[src/rtl/alu_cmd_sequencer.sv]
// alu_cmd_sequencer: valid/ready command front end for a 4-bit combinational ALU.
// Owns an NREG x 4-bit register file, drives the ALU operands from registers,
// and writes the ALU result and flags back on each EXEC edge. An optional
// repeat count re-applies the same operation to the destination register.
//
// The ALU drive outputs are registered. For iterations after the first, the
// next operands are taken from the value being written on the same edge, so
// the ALU sees exactly the register contents the EXEC cycle would read.
module alu_cmd_sequencer #(
  parameter int unsigned NREG = 4,
  localparam int unsigned AW = (NREG > 1) ? $clog2(NREG) : 1
) (
  input  logic          clk,
  input  logic          rst_n,

  input  logic          cmd_valid,
  output logic          cmd_ready,
  input  logic [2:0]    cmd_op,
  input  logic [AW-1:0] cmd_rd,
  input  logic [AW-1:0] cmd_rs1,
  input  logic [AW-1:0] cmd_rs2,
  input  logic          cmd_imm_en,
  input  logic [3:0]    cmd_imm,
  input  logic [1:0]    cmd_rep,

  output logic [2:0]    alu_select,
  output logic          alu_in_c,
  output logic [3:0]    alu_in_x,
  output logic [3:0]    alu_in_y,
  input  logic [3:0]    alu_out_s,
  input  logic          alu_out_c,
  input  logic          alu_zero,
  input  logic          alu_overflow,

  output logic          done,
  output logic          flag_c,
  output logic          flag_z,
  output logic          flag_v,

  input  logic [AW-1:0] dbg_addr,
  output logic [3:0]    dbg_data
);

  localparam int unsigned DW = 4;

  localparam logic [2:0] OP_SUB = 3'b001;
  localparam logic [2:0] OP_SLT = 3'b110;
  localparam logic [2:0] OP_EQ  = 3'b111;

  typedef enum logic [0:0] {
    IDLE = 1'b0,
    EXEC = 1'b1
  } state_t;

  state_t           state;
  logic [2:0]       op_q;
  logic [AW-1:0]    rd_q;
  logic [AW-1:0]    rs2_q;
  logic             imm_en_q;
  logic [DW-1:0]    imm_q;
  logic [1:0]       cnt;
  logic [DW-1:0]    regs [NREG];

  logic [DW-1:0]    wdata;
  logic [DW-1:0]    y_next;
  logic             in_c_new;
  logic [DW-1:0]    y_new;

  // Ready is a decode of the state register, forced low while reset is held
  assign cmd_ready = rst_n & (state == IDLE);

  // Debug read port reflects the register file directly
  assign dbg_data = regs[dbg_addr];

  // Writeback value and next-iteration y operand (bypass when rs2 aliases rd)
  always_comb begin
    wdata = alu_out_s;
    if (op_q == OP_SLT || op_q == OP_EQ) begin
      wdata = {3'b000, alu_out_s[0]};
    end
    y_next = regs[rs2_q];
    if (imm_en_q) begin
      y_next = imm_q;
    end else if (rs2_q == rd_q) begin
      y_next = wdata;
    end
  end

  // Operand selection for a newly presented command
  always_comb begin
    in_c_new = (cmd_op == OP_SUB) || (cmd_op == OP_SLT) || (cmd_op == OP_EQ);
    y_new    = cmd_imm_en ? cmd_imm : regs[cmd_rs2];
  end

  // Sequencer FSM, register file, flags and registered ALU drive
  always_ff @(posedge clk) begin
    if (!rst_n) begin
      state      <= IDLE;
      op_q       <= 3'b000;
      rd_q       <= '0;
      rs2_q      <= '0;
      imm_en_q   <= 1'b0;
      imm_q      <= '0;
      cnt        <= 2'd0;
      done       <= 1'b0;
      flag_c     <= 1'b0;
      flag_z     <= 1'b0;
      flag_v     <= 1'b0;
      alu_select <= 3'b000;
      alu_in_c   <= 1'b0;
      alu_in_x   <= '0;
      alu_in_y   <= '0;
      for (int i = 0; i < int'(NREG); i++) begin
        regs[i] <= '0;
      end
    end else begin
      done <= 1'b0;
      case (state)
        IDLE: begin
          if (cmd_valid) begin
            op_q       <= cmd_op;
            rd_q       <= cmd_rd;
            rs2_q      <= cmd_rs2;
            imm_en_q   <= cmd_imm_en;
            imm_q      <= cmd_imm;
            cnt        <= cmd_rep;
            alu_select <= cmd_op;
            alu_in_c   <= in_c_new;
            alu_in_x   <= regs[cmd_rs1];
            alu_in_y   <= y_new;
            state      <= EXEC;
          end
        end
        EXEC: begin
          regs[rd_q] <= wdata;
          flag_c     <= alu_out_c;
          flag_z     <= alu_zero;
          flag_v     <= alu_overflow;
          if (cnt == 2'd0) begin
            state      <= IDLE;
            done       <= 1'b1;
            alu_select <= 3'b000;
            alu_in_c   <= 1'b0;
            alu_in_x   <= '0;
            alu_in_y   <= '0;
          end else begin
            cnt      <= cnt - 2'd1;
            alu_in_x <= wdata;
            alu_in_y <= y_next;
          end
        end
        default: state <= IDLE;
      endcase
    end
  end

endmodule

[config.mk]
export PLATFORM = sky130hd
export DESIGN_NAME = alu_cmd_sequencer
export DESIGN_NICKNAME = d
export VERILOG_FILES = /design/src/rtl/alu_cmd_sequencer.sv
export SDC_FILE = /design/constraint.sdc
export NUM_CORES = 1
export LEC_CHECK = 0
export BUFFER_PORTS_ARGS = -buffer_cell sky130_fd_sc_hd__buf_4
export CORE_ASPECT_RATIO = 0.7
export CORE_MARGIN = 4
export CORE_UTILIZATION = 58
export DETAILED_ROUTE_END_ITERATION = 6
export GPL_TIMING_DRIVEN = 0
export HOLD_SLACK_MARGIN = 0.08
export MAX_ROUTING_LAYER = met4
export PLACE_DENSITY = 0.95
export SLEW_MARGIN = 10
export SYNTH_ARGS = -nofsm -noshare
export SYNTH_HDL_FRONTEND = slang
export SYNTH_SLANG_ARGS = --single-unit
[constraint.sdc]
create_clock -name clk -period 2.9 [get_ports clk]
set_input_delay 0.435 -clock clk [delete_from_list [all_inputs] [get_ports clk]]
set_output_delay 0.435 -clock clk [all_outputs]
set_load 0.02 [all_outputs]
## Word-level counts from Yosys, hierarchy flattened

Memory sizes are Yosys's and may differ from the RTL's. A register that Yosys moved wholly into a read port is not among the register bits.
Index checks and enable logic that the tools add are counted.

| cells by class | value |
|---|---|
| add/subtract/negate cells | 1 |
| equal/unequal tests | 9 |
| multiplexer cells | 32 |
| bitwise logic cells | 2 |
| reduce and logical (&&, ||, !) cells | 9 |

Operators by type and width:

| kind | number |
|---|---|
| 4-bit two-way mux | 9 |
| 4-bit case mux with 2 select lines | 2 |
| 3-bit equality test, second input constant | 4 |
| 1-bit two-way mux | 10 |
| 2-bit two-way mux | 5 |
| 2-bit AND reduction | 4 |
| 3-bit two-way mux | 2 |
| 3-bit case mux with 2 select lines | 1 |
| 2-bit inequality test, second input constant | 2 |
| 1-bit case mux with 2 select lines | 2 |
| 2-bit case mux with 2 select lines | 1 |
| 4-bit OR reduction | 1 |
| 3-bit by 1-bit equality test with 1-bit output, second input constant | 1 |
| 1-bit logical OR | 3 |
| 2-bit equality test | 1 |
| 2-bit logical NOT | 1 |
| 2-bit by 1-bit inequality test with 1-bit output, second input constant | 1 |
| 2-bit by 1-bit subtractor with 2-bit output, second input constant | 1 |
| 1-bit AND | 1 |
| 1-bit NOT | 1 |

| storage, ports and cells | value |
|---|---|
| register bits after elaboration | 31 |
| RAM bits | 16 |
| input port bits | 28 |
| output and inout bits | 21 |
| logic and storage cells | 69 |
| memories kept | 1 |

Memory list:

| name | words | width | read ports | clocked after memory_dff | wr ports | line | text |
|---|---|---|---|---|---|---|---|
| regs | 4 | 4 | 4 | 1 | 4 | 62 | `logic [DW-1:0] regs [NREG];` |

## Longest topological paths before layout

Gate-level depths: netlist (run 1).

| logic depth | value |
|---|---|
| depth in word-level cells | 7 |
| depth in mapped cells | 6 |
| depth with buffers taken out | 6 |

## Worst setup path after synthesis (run 1)

OpenSTA, ideal clock, no wires.

| timing | value |
|---|---|
| kind | in2reg |
| from | in cmd_rs2[0] |
| to | reg alu_in_y[3] |
| library setup time | 0.120 ns |
| arrival | 1.340 ns |
| required time | 2.780 ns |
| path slack | 1.440 ns |
| stages | 5 |
| path buffers | 1 |
| path through | buf_6 > mux4_2 > mux2i_1 > a21oi_1 > o21bai_1 |

| between the ends | value |
|---|---|
| word-level cells in the longest chain between the ends | 4 |

RTL lines:

| element | line | text |
|---|---|---|
| start, declared | 21 | `input logic [AW-1:0] cmd_rs2,` |
| memory read 4 x 4 bit | n/a |  |
| 4-bit two-way mux | 92 | `y_new = cmd_imm_en ? cmd_imm : regs[cmd_rs2];` |
| 4-bit two-way mux | 120 | `if (cmd_valid) begin` |
| 4-bit case mux with 2 select lines | 118 | `case (state)` |
| end signal, assigned | 130 | `alu_in_y <= y_new;` |
| end signal, assigned | 149 | `alu_in_y <= y_next;` |
| end, declared | 29 | `output logic [3:0] alu_in_y,` |

Every way passes these cells. The select of a mux whose other input is x is not followed.
A chain may end at the register's enable or synchronous reset.

==> results.sh, run 1 <==
export IMPL_synth_seq_cells=48
export IMPL_drt_pass1_iter_count=4
export IMPL_netlist_area_sq_um=2380
export IMPL_ctsResizeCount=0
export IMPL_core_area_sq_um=3950
export IMPL_arrival_ns=1.45
export IMPL_cap_viol_max_count=0
export IMPL_antenna_found_initial=0
export IMPL_max_slew_margin_pct=61.1
export IMPL_crit_chain="mux4_2, buf_4"
export IMPL_hold_viol=0
export IMPL_diodes=0
export IMPL_netlist_instances=219
export IMPL_clkSinkCount=48
export IMPL_vias_per_cell=5.92
export IMPL_ant_nets=0
export IMPL_layout_commonest_cell="buf_4"
export IMPL_numCtsBuffers=5
export IMPL_grt_max_degree=15
export IMPL_synth_top_cell_area_share_pct=26.9
export IMPL_critPathMaxStageDelay_ns=0.51
export IMPL_cts_root_buf="clkbuf_8"
export IMPL_slowest_stage="mux4_2"
export IMPL_wl_per_cell_microns=18.4
export IMPL_clk_pin_slew_ns=0.08
export IMPL_insertion_delay_ns=0.30
export IMPL_crit_path_end_kind="output port"
export IMPL_hpwl_microns=4510
export IMPL_setup_tns_final_ns=0
export IMPL_p_per_area_nw_per_um2=512
export IMPL_grt_pass1_vias=1923
export IMPL_slew_viol_final=0
export IMPL_cts_path_max_buffers=2
export IMPL_ios=49
export IMPL_cp_max_fo=4
export IMPL_setup_viol=0
export IMPL_drtIter0Drc=257
export IMPL_htree_num_levels=2
export IMPL_grtUsageTotal_pct=24.8
export IMPL_grt_pass1_wl_microns=9470
export IMPL_grt_ovfl_total=0
export IMPL_p_leak_nw=1.19
export IMPL_ys_warnings_count=0
export IMPL_synth_seq_area_share_pct=47.0
export IMPL_die_h_microns=61.7
export IMPL_initial_core_util_pct=60.4
export IMPL_wl_microns=5970
export IMPL_timing_hold_worst_class="primary input to flip-flop"
export IMPL_die_area_sq_um=5220
export IMPL_fin_area_sq_um=2890
export IMPL_crit_type="flip-flop to output port"
export IMPL_via_count=1923
export IMPL_layout_drive_gt1_share_pct=28.2
export IMPL_tightest_slew_ns=0.582
export IMPL_finClkSkew_ns=0.00616
export IMPL_cts_hold_buf=0
export IMPL_finalCoreUtilization_pct=73.2
export IMPL_period_needed_ns=1.89
export IMPL_required_ns=2.47
export IMPL_path_buf_inv=1
export IMPL_die_width_microns=84.6
export IMPL_area_growth_pct=21.1
export IMPL_io_buffers=46
export IMPL_finalCritPeriodShare_pct=65.1
export IMPL_rows=19
export IMPL_gp_congestion=0.937
export IMPL_cts_tree="done"
export IMPL_fmax_mhz=530
export IMPL_most_common_layout_cells="48 x buf_4, 39 x nand2_1, 32 x dfxtp_1"
export IMPL_holdWs_ns=0.387
export IMPL_fin_cells=325
export IMPL_cp_top_family="multiplexers"
export IMPL_ys_types=35
export IMPL_dp_cells=317
export IMPL_status="finished clean"
export IMPL_drc=0
export IMPL_cts_setup_buffers=0
export IMPL_syn_area_per_cell_sq_um=10.9
export IMPL_ir_worst_vdd_v=0.000381
export IMPL_fin_nets=301
export IMPL_critPathLaunchType="flip-flop"
export IMPL_placed_cell_area_sq_um=2800
export IMPL_yosys_top_cells_area="dfxtp_1 27%, edfxtp_1 20%, mux4_2 12%"
export IMPL_rsz0062_at_grt="no"
export IMPL_syn_nets=248
export IMPL_yosys_area_top_type="dfxtp_1"
tightest hold or removal path, cell delays in order:
cell and delay [ns]:
buf_4 0.11, nand2_1 0.04, a21boi_0 0.06
cells in the mapped netlist (all sizes together):
cell and number:
a211oi 1, nand2 39, a221o 4, xor2 2, o22ai 4, o21bai 5, and3 1, nand4b 1
nor3b 2, clkbuf 5, nand3 1, nor3 4, nand2b 2, dfxtp 32, buf 6, inv 8
a21boi 15, or3 1, o311a 1, nor2b 4, mux4 16, o21a 1, o21ai 6, mux2i 11
edfxtp 16, and2b 1, nor2 20, a21oi 9, ha 1
where the power goes:
| group | leakage, nW | internal (mW) | switching, mW |
|---|---|---|---|
| registers | 0.429 | 0.738 | 0.0352 |
| logic | 0.715 | 0.141 | 0.153 |
| clock network | 0.0486 | 0.191 | 0.222 |
| total | 1.19 | 1.07 | 0.411 |
through the flow:
step | power (mW) | setup slack (ns)
detailed placement | 1.08 | 1.02
floorplan | 0.958 | 1.44
global route | 1.53 | 0.978
finish | 1.48 | 1.01
CTS | 1.48 | 1.01
global placement | 1.07 | 1.12
final cells by class:
| class | count | area, sq um |
|---|---|---|
| inverters | 8 | 30.0 |
| clock inverters | 2 | 11.3 |
| clock buffers | 6 | 82.6 |
| plain buffers | 11 | 80.1 |
| fillers | 287 | 1060 |
| well taps | 52 | 65.1 |
| flip-flops and latches | 48 | 1120 |
| repair buffers | 46 | 345 |
| multi-input cells | 152 | 1150 |
sequential cells by signal, indices dropped and copies added, names as in the netlist, 2 cells and up, named ones only:
name and cells:
alu_in_y 4, imm_q 4, alu_select 3, cnt 2
alu_in_x 4, op_q 2, rs2_q 2, regs 16
rd_q 2
layer usage:
layer  vias to the layer above  part of all wire [%]  global-route usage, %
met5                         -                     0                      -
met4                         0                   1.0                   7.22
met3                        10                   9.0                   6.55
met2                        99                    47                   40.5
met1                       914                    43                   31.0
li1                        900                     -                      -
cells by family after synthesis:
kind of cell / Yosys count / synth area share [%]
xor+xnor: 2 / 0.735
compound gates: 46 / 13.3
simple gates: 76 / 13.7
buf+inv: 19 / 4.62
flops: 48 / 47.0
mux: 27 / 20.1
fa+ha+maj: 1 / 0.525
path summary, 6_finish.rpt:
path                                     from             to  slack [ns]  cells after the start
worst max-delay path               regs[3][3]    dbg_data[3]        1.01                      2
worst min-delay path               cmd_rep[0]         cnt[0]        0.39                      3
worst max register to register         cnt[1]    alu_in_y[1]        1.17                      6
worst min register to register  alu_select[0]  alu_select[0]        0.47                      2
(Power assumes the default switching activity.)
==> run 2: changes to the inputs <==
ABC_AREA = 1   (was unset)
CORE_UTILIZATION = 54   (was 58)
PLACE_DENSITY = 0.91   (was 0.95)
clock period = 1.9 ns   (was 2.9 ns; I/O delays follow)
==> results.sh, run 2 <==
export IMPL_yosys_area_top_type="dfxtp_1"
export IMPL_netlist_instances=345
export IMPL_timing_hold_worst_class="primary input to flip-flop"
export IMPL_ios=49
export IMPL_gp_congestion=0.975
export IMPL_synth_seq_cells=48
export IMPL_diodes=0
export IMPL_synth_seq_area_share_pct=45.9
export IMPL_slowest_stage="dfxtp_1"
export IMPL_ys_types=25
export IMPL_drtIter0Drc=288
export IMPL_setup_slack_ns=0.309
export IMPL_cap_viol_max_count=0
export IMPL_syn_nets=374
export IMPL_numCtsBuffers=5
export IMPL_synth_top_cell_area_share_pct=26.2
export IMPL_synth_edf_count=16
export IMPL_hpwl_microns=5290
export IMPL_slew_viol_final=0
export IMPL_synthFlopType="dfxtp_1"
export IMPL_drt_pass1_iter_count=5
export IMPL_syn_area_per_cell_sq_um=7.08
export IMPL_cts_setup_buffers=0
export IMPL_ir_worst_vdd_v=0.000761
export IMPL_rsz0062_at_grt="no"
export IMPL_dp_cells=446
export IMPL_nFillCells=363
export IMPL_p_total_mw=2.58
export IMPL_critPathMaxStageDelay_ns=0.33
export IMPL_grt_ovfl_total=0
export IMPL_layout_commonest_cell="nand2_1"
export IMPL_netlist_area_sq_um=2440
export IMPL_p_leak_nw=1.36
export IMPL_arrival_ns=1.31
export IMPL_via_count=2542
export IMPL_wl_per_cell_microns=15.2
export IMPL_antenna_found_initial=0
export IMPL_grtUsageTotal_pct=26.7
export IMPL_drc=0
export IMPL_required_ns=1.62
export IMPL_status="finished clean"
export IMPL_ant_nets=0
export IMPL_insertion_delay_ns=0.31
export IMPL_setup_tns_final_ns=0
export IMPL_top_register="regs"
export IMPL_crit_path_end_kind="output port"
export IMPL_most_common_layout_cells="103 x nand2_1, 48 x nor2_1, 47 x buf_4"
export IMPL_period_needed_ns=1.59
export IMPL_clk_pin_slew_ns=0.09
export IMPL_core_area_sq_um=4350
export IMPL_wl_microns=6920
export IMPL_die_h_microns=64.3
export IMPL_fin_nets=427
export IMPL_multi_input_area_sq_um=1150
export IMPL_initial_core_util_pct=56.1
export IMPL_yosys_top_cells_area="dfxtp_1 26%, edfxtp_1 20%, nand2_1 16%"
export IMPL_setup_viol=0
export IMPL_cp_max_fo=10
export IMPL_cts_tree="done"
export IMPL_fin_cells=454
export IMPL_hold_viol=0
export IMPL_pre_cts_ws_ns=0.416
export IMPL_cts_path_max_buffers=2
export IMPL_p_per_area_nw_per_um2=860
export IMPL_critPathLaunchType="flip-flop"
export IMPL_crit_type="flip-flop to output port"
export IMPL_ys_warnings_count=0
export IMPL_finalCritPeriodShare_pct=83.7
export IMPL_die_width_microns=88.4
export IMPL_largest_reg_flops=16
export IMPL_max_slew_margin_pct=62.9
export IMPL_grt_pass1_vias=2329
export IMPL_async_flop_share_pct=0
export IMPL_rows=20
export IMPL_final_seq_area_sq_um=1120
export IMPL_cts_hold_buf=0
export IMPL_vias_per_cell=5.60
export IMPL_layout_drive_gt1_share_pct=16.8
export IMPL_finalCoreUtilization_pct=68.8
export IMPL_finClkSkew_ns=0.0102
export IMPL_synthTopCellsByCount="103 x nand2_1, 48 x nor2_1, 32 x dfxtp_1, 29 x o21ai_0, 28 x inv_1"
export IMPL_area_growth_pct=22.6
export IMPL_htree_num_levels=2
export IMPL_ctsResizeCount=0
export IMPL_clkSinkCount=48
export IMPL_grt_pass1_wl_microns=11200
export IMPL_synthMostInstantiatedCell="nand2_1"
export IMPL_tightest_slew_ns=0.556
export IMPL_fmax_mhz=629
export IMPL_die_area_sq_um=5680
export IMPL_crit_chain="buf_6, nor2_1, buf_4"
export IMPL_grt_max_degree=17
export IMPL_io_buffers=46
export IMPL_cts_root_buf="clkbuf_8"
run 2: changes by cell type after synthesis, sizes merged, moves of 11 or more:
cell,delta
a21oi,+16
inv,+22
mux2i,-11
mux4,-16
nand2,+68
nand3,+26
nor2,+29
o21ai,+25
run 2: path summary, 6_finish.rpt:
path                  from         end  slack [ns]  cells past startpoint
hold / removal    alu_zero      flag_z        0.20                      3
hold reg to reg     flag_z      flag_z        0.45                      2
setup / recovery     state   cmd_ready        0.31                      3
setup reg to reg     state  regs[3][1]        0.39                      4
run 2: worst max-delay path: cells and delay by family (launching register included):
kind                   cells  cell delay [ns]
and+or+nand+nor            1             0.31
buffers and inverters      2             0.36
DFF                        1             0.33
run 2: where the power goes:
group / leakage [nW] / switching [mW] / internal, mW / total [mW]
sequential: 0.430 / 0.0655 / 1.13 / 1.20
clock: 0.0687 / 0.351 / 0.529 / 0.880
combinational: 0.861 / 0.304 / 0.191 / 0.495
run 2: routing by layer:
metal	global-route usage, %	share of wire, %	vias up
met5	-	0	-
li1	-	-	1236
met1	37.2	44	1160
met4	6.42	1.2	0
met2	39.5	44	138
met3	6.31	11	8
run 2: cell type report:
type	instances	area share, %
Sequential cell	48	37.4
Clock inverter	3	2.30
Inverter	30	3.84
Tap cell	55	2.30
Timing Repair Buffer	46	11.5
Multi-Input combinational cell	258	38.4
Clock buffer	5	2.30
Buffer	9	1.88
run 2: stage by stage:
| stage | cell area [sq um] | hold WS [ns] |
|---|---|---|
| CTS | 2990 | 0.191 |
| global route | 2990 | 0.212 |
| finish | 2990 | 0.198 |
| floorplan | 2440 | 0.415 |
| global placement | 2860 | 0.430 |
| detailed placement | 2860 | 0.435 |
run 2: cell families (layout without fill, tap and decap cells):
group | count (synthesis) | after routing | synth area share (%)
AO/OA/AOI/OAI | 73 | 73 | 16.3
flip-flops | 48 | 48 | 45.9
adder cells (fa/ha/maj) | 1 | 1 | 0.512
AND/OR/NAND/NOR | 184 | 184 | 30.2
buffers and inverters | 39 | 93 | 7.02
==> run 3: changes to the inputs <==
clock period = 1.6 ns   (was 1.9 ns; I/O delays follow)
==> results.sh, run 3 (synthesis gave the netlist of run 2 again) <==
export IMPL_cts_path_max_buffers=2
export IMPL_grtUsageMet1_pct=37.2
export IMPL_grt_pass1_wl_microns=11200
export IMPL_ant_nets=0
export IMPL_htree_num_levels=2
export IMPL_path_buf_inv=1
export IMPL_diodes=0
export IMPL_fin_area_sq_um=3000
export IMPL_holdWs_ns=0.155
export IMPL_gr_usage_met3_pct=6.31
export IMPL_status="finished clean"
export IMPL_layout_drive_gt1_share_pct=17.5
export IMPL_largest_reg_flops=16
export IMPL_finalCritPeriodShare_pct=94.4
export IMPL_via_count=2548
export IMPL_cp_top_family="flip-flops"
export IMPL_insertion_delay_ns=0.30
export IMPL_required_ns=1.36
export IMPL_top_register="regs"
export IMPL_cts_setup_buffers=0
export IMPL_cts_tree="done"
export IMPL_slew_viol_final=0
export IMPL_core_area_sq_um=4350
export IMPL_grt_ovfl_total=0
export IMPL_placed_cell_area_sq_um=2860
export IMPL_cp_max_fo=4
export IMPL_clk_pin_slew_ns=0.09
export IMPL_dp_cells=446
export IMPL_hpwl_microns=5290
export IMPL_layout_commonest_cell="nand2_1"
export IMPL_grt_max_degree=17
export IMPL_wl_microns=6950
export IMPL_crit_type="flip-flop to output port"
export IMPL_hold_viol=0
export IMPL_ir_worst_vdd_v=0.000901
export IMPL_period_needed_ns=1.51
export IMPL_area_growth_pct=22.9
export IMPL_clkSinkCount=48
export IMPL_grt_pass1_vias=2329
export IMPL_die_h_microns=64.3
export IMPL_ios=49
export IMPL_die_width_microns=88.4
export IMPL_setup_viol=0
export IMPL_tightest_slew_ns=0.558
export IMPL_cts_root_buf="clkbuf_8"
export IMPL_crit_chain="o21ai_0, o22ai_1, buf_4"
export IMPL_critPathMaxStageDelay_ns=0.51
export IMPL_finalCoreUtilization_pct=68.9
export IMPL_fin_cells=454
export IMPL_critPathLaunchType="flip-flop"
export IMPL_wl_per_cell_microns=15.3
export IMPL_drtIter0Drc=227
export IMPL_fmax_mhz=662
export IMPL_gp_congestion=0.975
export IMPL_p_leak_nw=1.36
export IMPL_max_slew_margin_pct=62.8
export IMPL_grtUsageTotal_pct=26.7
export IMPL_die_area_sq_um=5680
export IMPL_most_common_layout_cells="103 x nand2_1, 47 x nor2_1, 47 x buf_4"
export IMPL_finClkSkew_ns=0.0116
export IMPL_grtUsageMet2_pct=39.5
export IMPL_drc=0
export IMPL_timing_hold_worst_class="primary input to flip-flop"
export IMPL_rows=20
export IMPL_p_per_area_nw_per_um2=1020
export IMPL_nFillCells=363
export IMPL_numCtsBuffers=5
export IMPL_crit_path_end_kind="output port"
export IMPL_cap_viol_max_count=0
export IMPL_antenna_found_initial=0
export IMPL_arrival_ns=1.27
export IMPL_slowest_stage="edfxtp_1"
export IMPL_fin_nets=427
export IMPL_setup_tns_final_ns=0
export IMPL_initial_core_util_pct=56.1
export IMPL_busiest_layer="met2"
export IMPL_rsz0062_at_grt="no"
export IMPL_io_buffers=46
export IMPL_vias_per_cell=5.61
export IMPL_drt_pass1_iter_count=5
## run 3: cell counts in the layout (fill, tap and decap cells not counted)
No cell type changed its count.
## run 3: per-layer routing
| layer | part of all wire [%] | vias to the layer above | routed length (microns) |
|---|---|---|---|
| li1 | - | 1238 | - |
| met1 | 44 | 1163 | 3090 |
| met2 | 45 | 136 | 3100 |
| met3 | 9.6 | 11 | 667 |
| met4 | 1.4 | 0 | 95 |
| met5 | 0 | - | 0 |
## run 3: cell type report
cell class	instances	area (sq um)	share of cell area, %
inverters	30	115	3.83
repair buffers	46	345	11.5
plain buffers	9	56.3	1.88
clock buffers	5	68.8	2.29
well taps	55	68.8	2.29
flip-flops and latches	48	1120	37.3
multi-input cells	258	1160	38.6
clock inverters	3	68.8	2.29
## run 3: power by group
group	leakage [nW]	internal (mW)	switching (mW)
clock network	0.0687	0.629	0.409
registers	0.430	1.35	0.0781
logic	0.862	0.229	0.364
total	1.36	2.20	0.851
## run 3: per-stage QoR
step / total power, mW / worst slack, ns
final: 3.06 / 0.0900
after global routing: 3.21 / 0.00248
after CTS: 3.06 / 0.0360
after detailed placement: 2.03 / 0.116
after global placement: 2.00 / 0.136
after floorplan: 1.79 / 0.237
## run 3: tightest hold or removal path, stage by stage
cell and delay (ns):
buf_4 0.08, nand3_1 0.06, nand2_1 0.06
## run 3: path summary, 6_finish.rpt
kind,startpoint,to,slack [ns],cells past startpoint
setup reg to reg,state,regs[1][1],0.14,5
hold / removal,alu_zero,flag_z,0.16,3
hold reg to reg,flag_z,flag_z,0.45,2
setup / recovery,regs[2][3],dbg_data[3],0.09,3
## run 3: what timing repair did
action / in CTS / in global routing
gates resized for setup: 0 / 4
endpoints found under the hold margin: 0 / 0
hold buffers: 0 / 0
endpoints found under the setup margin: 0 / 4
